==> config.mk <==
export PLATFORM = sky130hd
export DESIGN_NAME = seq_detect_n
export DESIGN_NICKNAME = d
export VERILOG_FILES = /design/src/rtl/seq_detect_n.sv
export SDC_FILE = /design/constraint.sdc
export NUM_CORES = 1
export LEC_CHECK = 0
export ABC_CLOCK_PERIOD_IN_PS = 1500
export CORE_MARGIN = 4
export CORE_UTILIZATION = 40
export DETAILED_ROUTE_END_ITERATION = 16
export GPL_TIMING_DRIVEN = 1
export HOLD_SLACK_MARGIN = 0.06
export PLACE_DENSITY_LB_ADDON = 0.3
export SYNTH_ARGS = -nofsm -noshare
export SYNTH_HDL_FRONTEND = slang
export SYNTH_SLANG_ARGS = --single-unit
==> constraint.sdc <==
create_clock -name clk_i -period 1.5 [get_ports clk_i]
set_input_delay 0.3 -clock clk_i [delete_from_list [all_inputs] [get_ports clk_i]]
set_output_delay 0.3 -clock clk_i [all_outputs]
set_load 0.02 [all_outputs]
==> src/rtl/seq_detect_n.sv <==
// ---------------------------------------------------------------------------
// seq_detect_n
//   Parametrised serial pattern detector. One bit of x_i is shifted into a
//   history register on every enabled clock. Once PLEN valid bits have been
//   collected, the newest PLEN bits are compared against the run-time
//   pattern_i. Each match gives a registered one-cycle pulse on z_o and
//   advances a saturating match counter.
//
// Parameters
//   PLEN         pattern length in bits, legal 2..16
//   CNTW         match counter width, legal 1..16
//
// Ports
//   clk_i        clock, rising-edge active
//   rst_ni       asynchronous active-low reset
//   en_i         sample enable; x_i is consumed only when en_i=1
//   x_i          serial data bit
//   pattern_i    pattern to detect, MSB = earliest bit; used live, not latched
//   overlap_i    1: matches may share bits; 0: history dropped after a match
//   clr_i        synchronous clear of history, state, z_o and counter
//   z_o          registered one-cycle match pulse
//   match_cnt_o  matches since reset/clear, saturating at all-ones
//   cnt_sat_o    high while match_cnt_o is all-ones
// ---------------------------------------------------------------------------
module seq_detect_n #(
    parameter int PLEN = 2,
    parameter int CNTW = 8
) (
    input  logic            clk_i,
    input  logic            rst_ni,
    input  logic            en_i,
    input  logic            x_i,
    input  logic [PLEN-1:0] pattern_i,
    input  logic            overlap_i,
    input  logic            clr_i,
    output logic            z_o,
    output logic [CNTW-1:0] match_cnt_o,
    output logic            cnt_sat_o
);

    localparam int            FW     = $clog2(PLEN + 1);
    localparam logic [FW-1:0] PLEN_F = FW'(PLEN);

    // EMPTY: no valid bits, FILL: partially filled, ARMED: full window.
    typedef enum logic [1:0] {
        EMPTY = 2'd0,
        FILL  = 2'd1,
        ARMED = 2'd2
    } state_t;

    state_t          state_q;
    logic [PLEN-1:0] hist_q, hist_d;
    logic [FW-1:0]   fill_q, fill_d;
    logic [CNTW-1:0] match_cnt_q;
    logic            z_q;
    logic            match;

    // Candidate history/fill if the current bit is consumed, and whether that
    // completes a match against the pattern presented on this edge.
    // NOTE: every signal assigned in a combinational block gets a value on all
    // paths (here unconditionally), otherwise a latch is inferred.
    always_comb begin
        hist_d = {hist_q[PLEN-2:0], x_i};
        fill_d = (state_q == ARMED) ? PLEN_F : fill_q + FW'(1);
        match  = (fill_d == PLEN_F) && (hist_d == pattern_i);
    end

    // NOTE: sequential state is updated with non-blocking assignments only, so
    // every register samples the values from before the edge.
    always_ff @(posedge clk_i or negedge rst_ni) begin
        if (!rst_ni) begin
            state_q     <= EMPTY;
            hist_q      <= '0;
            fill_q      <= '0;
            z_q         <= 1'b0;
            match_cnt_q <= '0;
        end else if (clr_i) begin
            // Clear wins over a coincident sample, including a completing bit.
            state_q     <= EMPTY;
            hist_q      <= '0;
            fill_q      <= '0;
            z_q         <= 1'b0;
            match_cnt_q <= '0;
        end else if (en_i) begin
            z_q <= match;
            if (match && !overlap_i) begin
                // Non-overlapping: a fresh PLEN bits are needed for the next hit.
                state_q <= EMPTY;
                hist_q  <= '0;
                fill_q  <= '0;
            end else begin
                state_q <= (fill_d == PLEN_F) ? ARMED : FILL;
                hist_q  <= hist_d;
                fill_q  <= fill_d;
            end
            if (match && !(&match_cnt_q)) begin
                match_cnt_q <= match_cnt_q + CNTW'(1);
            end
        end else begin
            z_q <= 1'b0;
        end
    end

    assign z_o         = z_q;
    assign match_cnt_o = match_cnt_q;
    assign cnt_sat_o   = &match_cnt_q;

endmodule

Yosys cells after proc, flatten, opt, wreduce, memory -nomap -nowiden
Cells that the tools add are included.
Operators by class
  add/sub/neg operators: 2
  equality and inequality tests: 3
  mux-type cells: 16
  reductions and logical operators: 9
Operator list (count)
  8-bit two-way mux: 3
  2-bit two-way mux: 8
  8-bit by 1-bit adder with 8-bit output, second input constant: 1
  8-bit AND reduction: 1
  1-bit two-way mux: 5
  2-bit equality test, second input constant: 2
  2-bit nonzero test: 2
  1-bit logical AND: 3
  2-bit by 1-bit adder with 2-bit output, second input constant: 1
  2-bit equality test: 1
  1-bit zero test: 2
  2-bit AND reduction: 1
Storage, ports and cells
  flip-flop bits (word level): 14
  input bits: 8
  output and inout bits: 10
  logic and storage cells: 35

Depth between registers and ports, before layout
Gate-level depths: netlist (run 1).
  word-level depth: 8
  mapped depth: 5
  depth with buffers taken out: 5

Least setup slack after synthesis (run 1)
OpenSTA, ideal clock, no wires.
  path type: reg-to-reg
  start point: reg match_cnt_q[0] (netlist: match_cnt_o[0])
  end point: reg match_cnt_q[3] (netlist: match_cnt_o[3])
  library setup time: 136 ps
  data arrival time: 1577 ps
  data required time: 1364 ps
  path slack: -213 ps
  stages on the path, launching flop included: 6
  path buffers: 0
  clock period less this slack: 1713 ps
  cells stage by stage: dfrtp_1 ha_1 nand3_1 nor2_1 or4_1 a21oi_1
On the way
  word-level cells in the longest chain between the ends: 5
  elaborated cells on any way between the ends: 9
  those cells by class: add/sub (1); mux (3); reduce/logical (5)
Ends and longest elaborated chain
  from (decl): RTL line 54  | logic [CNTW-1:0] match_cnt_q;
  from (signal assigned): RTL line 97  | match_cnt_q <= match_cnt_q + CNTW'(1);
  8-bit AND reduction
  net cnt_sat_o: RTL line 38  | output logic cnt_sat_o
  1-bit zero test: RTL line 96  | if (match && !(&match_cnt_q)) begin
  1-bit logical AND: RTL line 96
  2-bit nonzero test (no line)
  2-bit AND reduction (no line)
The timed path passes the listed nets, and every way through them passes these cells. The select of a mux whose other input is x is not followed.
A chain may end at the register's enable or synchronous reset.

Worst setup path after layout (run 1)
  start point: reg hist_q[0]
  end point: reg match_cnt_q[0] (netlist: match_cnt_o[0])
On the way
  word-level cells in the longest chain between the ends: 5
Ends and longest elaborated chain
  from (decl): RTL line 52  | logic [PLEN-1:0] hist_q, hist_d;
  from (signal assigned): RTL line 93  | hist_q <= hist_d;
  2-bit equality test: RTL line 65  | match = (fill_d == PLEN_F) && (hist_d == pattern_i);
  1-bit logical AND: RTL line 65
  1-bit logical AND: RTL line 96
  2-bit nonzero test (no line)
  2-bit AND reduction (no line)
Every way passes these cells.

==> metrics.md, run 1 <==
| Metric | Value |
|---|---|
| Distinct cells, synth | 29 |
| Post-synth ARST share | 1.00 |
| Mapped Area | 738 um^2 |
| Vias | 837 |
| LEAKAGE | 0.544 nW |
| Failing checks | negative setup slack |
| CTS tree | yes |
| Initial antenna violation count | 0 |
| Max_slew headroom | 0.772 |
| Post-synth EDFFs | 0 |
| Final Max Slew Viols | 0 |
| Syn avg cell area | 9.59 um^2 |
| Port Buffers | 17 |
| Area of the die | 2600 um^2 |
| Sinks on Clock Net | 14 |
| Global route total overflow | 0 |
| IO Pins | 18 |
| Pre-CTS setup slack | -0.554 ns |
| Clock Latency Late Sink | 0.28 ns |
| Comb power frac | 0.193 |
| Pre-antenna DRT Iters | 4 |
| Drt initial violations | 25 |
| Tcrit/Tclk final | 1.08 |
| Top cell type's share of synthesized area | 0.475 |
| Worst Skew | 0.00142 ns |
| Reg power frac | 0.480 |
| H-tree depth | 1 |
| Mapped Nets | 86 |
| DR vias/cell | 5.58 |
| CTS buffer count | 3 |
| RSZ-0062 raised after global routing | true |
| CTS Buffer Depth | 2 |
| First-pass GRT wire length | 3800 um |
| Layout cells sized above 1 | 0.504 |
| Nets@finish | 135 |
| Synth top cells by count | dfrtp_1 (14), a21oi_1 (11), nand2_1 (5), nor2_1 (5) |
| Top Family by Delay on Critical Path | flip-flops |
| Die H | 51.0 um |
| Count leader, synth | dfrtp_1 |
| Status | finished with violations |
| Min-Delay Path Class | in2async |
| Top cells by area, synth | dfrtp_1 (47%), a21oi_1 (7.5%), or4_1 (4.1%), nand3_1 (2.7%), o21ai_0 (2.7%) |
| Register area share after synthesis | 0.475 |
| Critical Path Max Stage Delay | 0.45 ns |
| Clock Power Share | 0.327 |
| Area post-placement | 1140 um^2 |
| Pint | 614 uW |
| Synth Flop Type | dfrtp_1 |
| Peak VDD IR | 0.000596 V |
| Max Freq | 0.619 GHz |
| Avg WL per Cell | 16.3 um |
| Initial core utilization | 0.423 |
| RePlAce Congestion | 0.854 |
| Startpoint types | register |
| Worst Path Max Fanout | 5 |
| # setup viols final | 6 |
| Row count | 15 |
| Hpwl dp | 1430 um |
| Flops & latches, synth | 14 |
| Cells after Synth | 77 |
| Actual slew at the worst max-slew pin | 0.341 ns |
| Data required, critical path | 1.70 ns |
| Area grow syn2layout | 82.9% |
| WP buf/inv | 1 |
| Switching power total | 210 uW |
| PnR worst setup slack | -0.116 ns |
| Clock Pin Slew Worst Setup and Hold Paths | 0.08 ns |
| Critical Path End Type | register |
| Total Wirelength | 2440 um |
| Switching Fraction | 0.255 |
| # Max-Cap Violations | 0 |
| Dpl cells | 139 |
| Die width | 51.0 um |
| Total power | 824 uW |
| Design area | 1350 um^2 |
| Antenna Cells | 0 |
| Layout Cells excl Fill | 150 |
| PD cells | 610 nW/um^2 |
| Post-synth top area cell | dfrtp_1 |
| Worst Path Arrival | 1.81 ns |
| Crit-path cells | xnor2_4, o2111ai_4, buf_6, or3_1, a21oi_1 |
| Worst hold slack | 0.328 ns |
| Kind of critical path | reg2reg |
| Final antenna-violating net count | 0 |
| Tmin final | 1.62 ns |
| Final Hold Fails | 0 |
| Synth Warn # | 0 |
| Final Core Density | 0.773 |
| Gr usage total | 0.198 |
| Cts hold-fix bufs | 0 |
| CP max-delay cell | dfrtp_2 |
| Number of global-route vias before repair | 814 |
| Largest net degree at the start of global routing | 15 |
| CTS root buffer | clkbuf_4 |
| DRC viols | 0 |
| Setup TNS | -0.550 ns |
| Total core area | 1750 um^2 |
routing by layer:
metal,vias to the layer above,global-route usage,part of all wire
met2,38,0.361,0.53
met5,-,0,0
met4,0,0.0852,0.019
met1,404,0.228,0.39
li1,389,-,-
met3,6,0.0262,0.058
logic make-up after synthesis:
family                     count (synthesis)  share of synthesized area
AOI/OAI and AO/OA                         24                      0.210
muxes                                      1                     0.0136
xor gates and xnor gates                   2                     0.0237
adders and majority gates                  1                     0.0169
buffers and inverters                      6                     0.0322
DFF                                       14                      0.475
and+or+nand+nor                           29                      0.229
flip-flops by register name (all words and copies together) (netlist names):
| name | flops |
|---|---|
| state_q | 2 |
| match_cnt_o | 8 |
| z_o | 1 |
| hist_q | 1 |
| fill_q | 2 |
cell type report:
class,instances,area (um^2)
multi-input combinational,58,541
fill,121,395
timing repair buffer,45,368
sequential,14,359
clock buffer,4,36.3
tap,25,31.3
inverter,4,15.0
path summary, 6_finish.rpt:
check / slack [ns] / cells past startpoint / end / from
worst min register to register: 0.52 / 2 / fill_q[1] / fill_q[1]
min in group clk_i: 0.47 / 3 / hist_q[0] / x_i
worst min-delay path: 0.33 / 2 / match_cnt_o[6] / rst_ni
worst max register to register: -0.12 / 5 / match_cnt_o[0] / hist_q[0]
max in group asynchronous: 0.99 / 2 / match_cnt_o[1] / rst_ni
worst max-delay path: -0.12 / 5 / match_cnt_o[0] / hist_q[0]
power by group through the flow:
stage	logic, mW	registers [mW]	clock network (mW)
final	0.159	0.396	0.269
after global routing	0.169	0.397	0.306
after CTS	0.127	0.394	0.275
after detailed placement	0.113	0.401	0
after global placement	0.111	0.401	0
after floorplan	0.0413	0.404	0
what timing repair did:
action                                  in CTS  in global routing
pin swaps                                    6                  4
buffers inserted                             3                  3
cloned                                       1                  0
endpoints found under the setup margin      18                 18
gates resized for setup                     26                 25
cells in the final DEF, fill, tap and decap left out, types with 2 or more instances in the layout:
cell type,instances
buf_4,26
a21oi_1,8
dfrtp_1,7
dfrtp_2,7
clkdlybuf4s15_1,6
nand2_1,5
nor2_1,4
o21ai_0,4
inv_1,4
clkdlybuf4s50_1,4
dlygate4sd2_1,4
nand3_1,3
a21oi_2,3
clkbuf_4,3
and2b_2,2
o2111ai_4,2
o31ai_1,2
or4_4,2
nand2b_1,2
or4_1,2
clkbuf_2,2
buf_6,2
No activity file was read; power rests on OpenSTA's default activity.
==> inputs of run 2 (changes only) <==
--- a/config.mk
+++ b/config.mk
@@ -8,6 +8,7 @@
 export ABC_CLOCK_PERIOD_IN_PS = 1500
 export CORE_MARGIN = 4
 export CORE_UTILIZATION = 40
+export CTS_CLUSTER_SIZE = 16
 export DETAILED_ROUTE_END_ITERATION = 16
 export GPL_TIMING_DRIVEN = 1
 export HOLD_SLACK_MARGIN = 0.06
==> results of run 2 <==
Same layout as run 1: the final DEF is identical, and so are final timing and power.
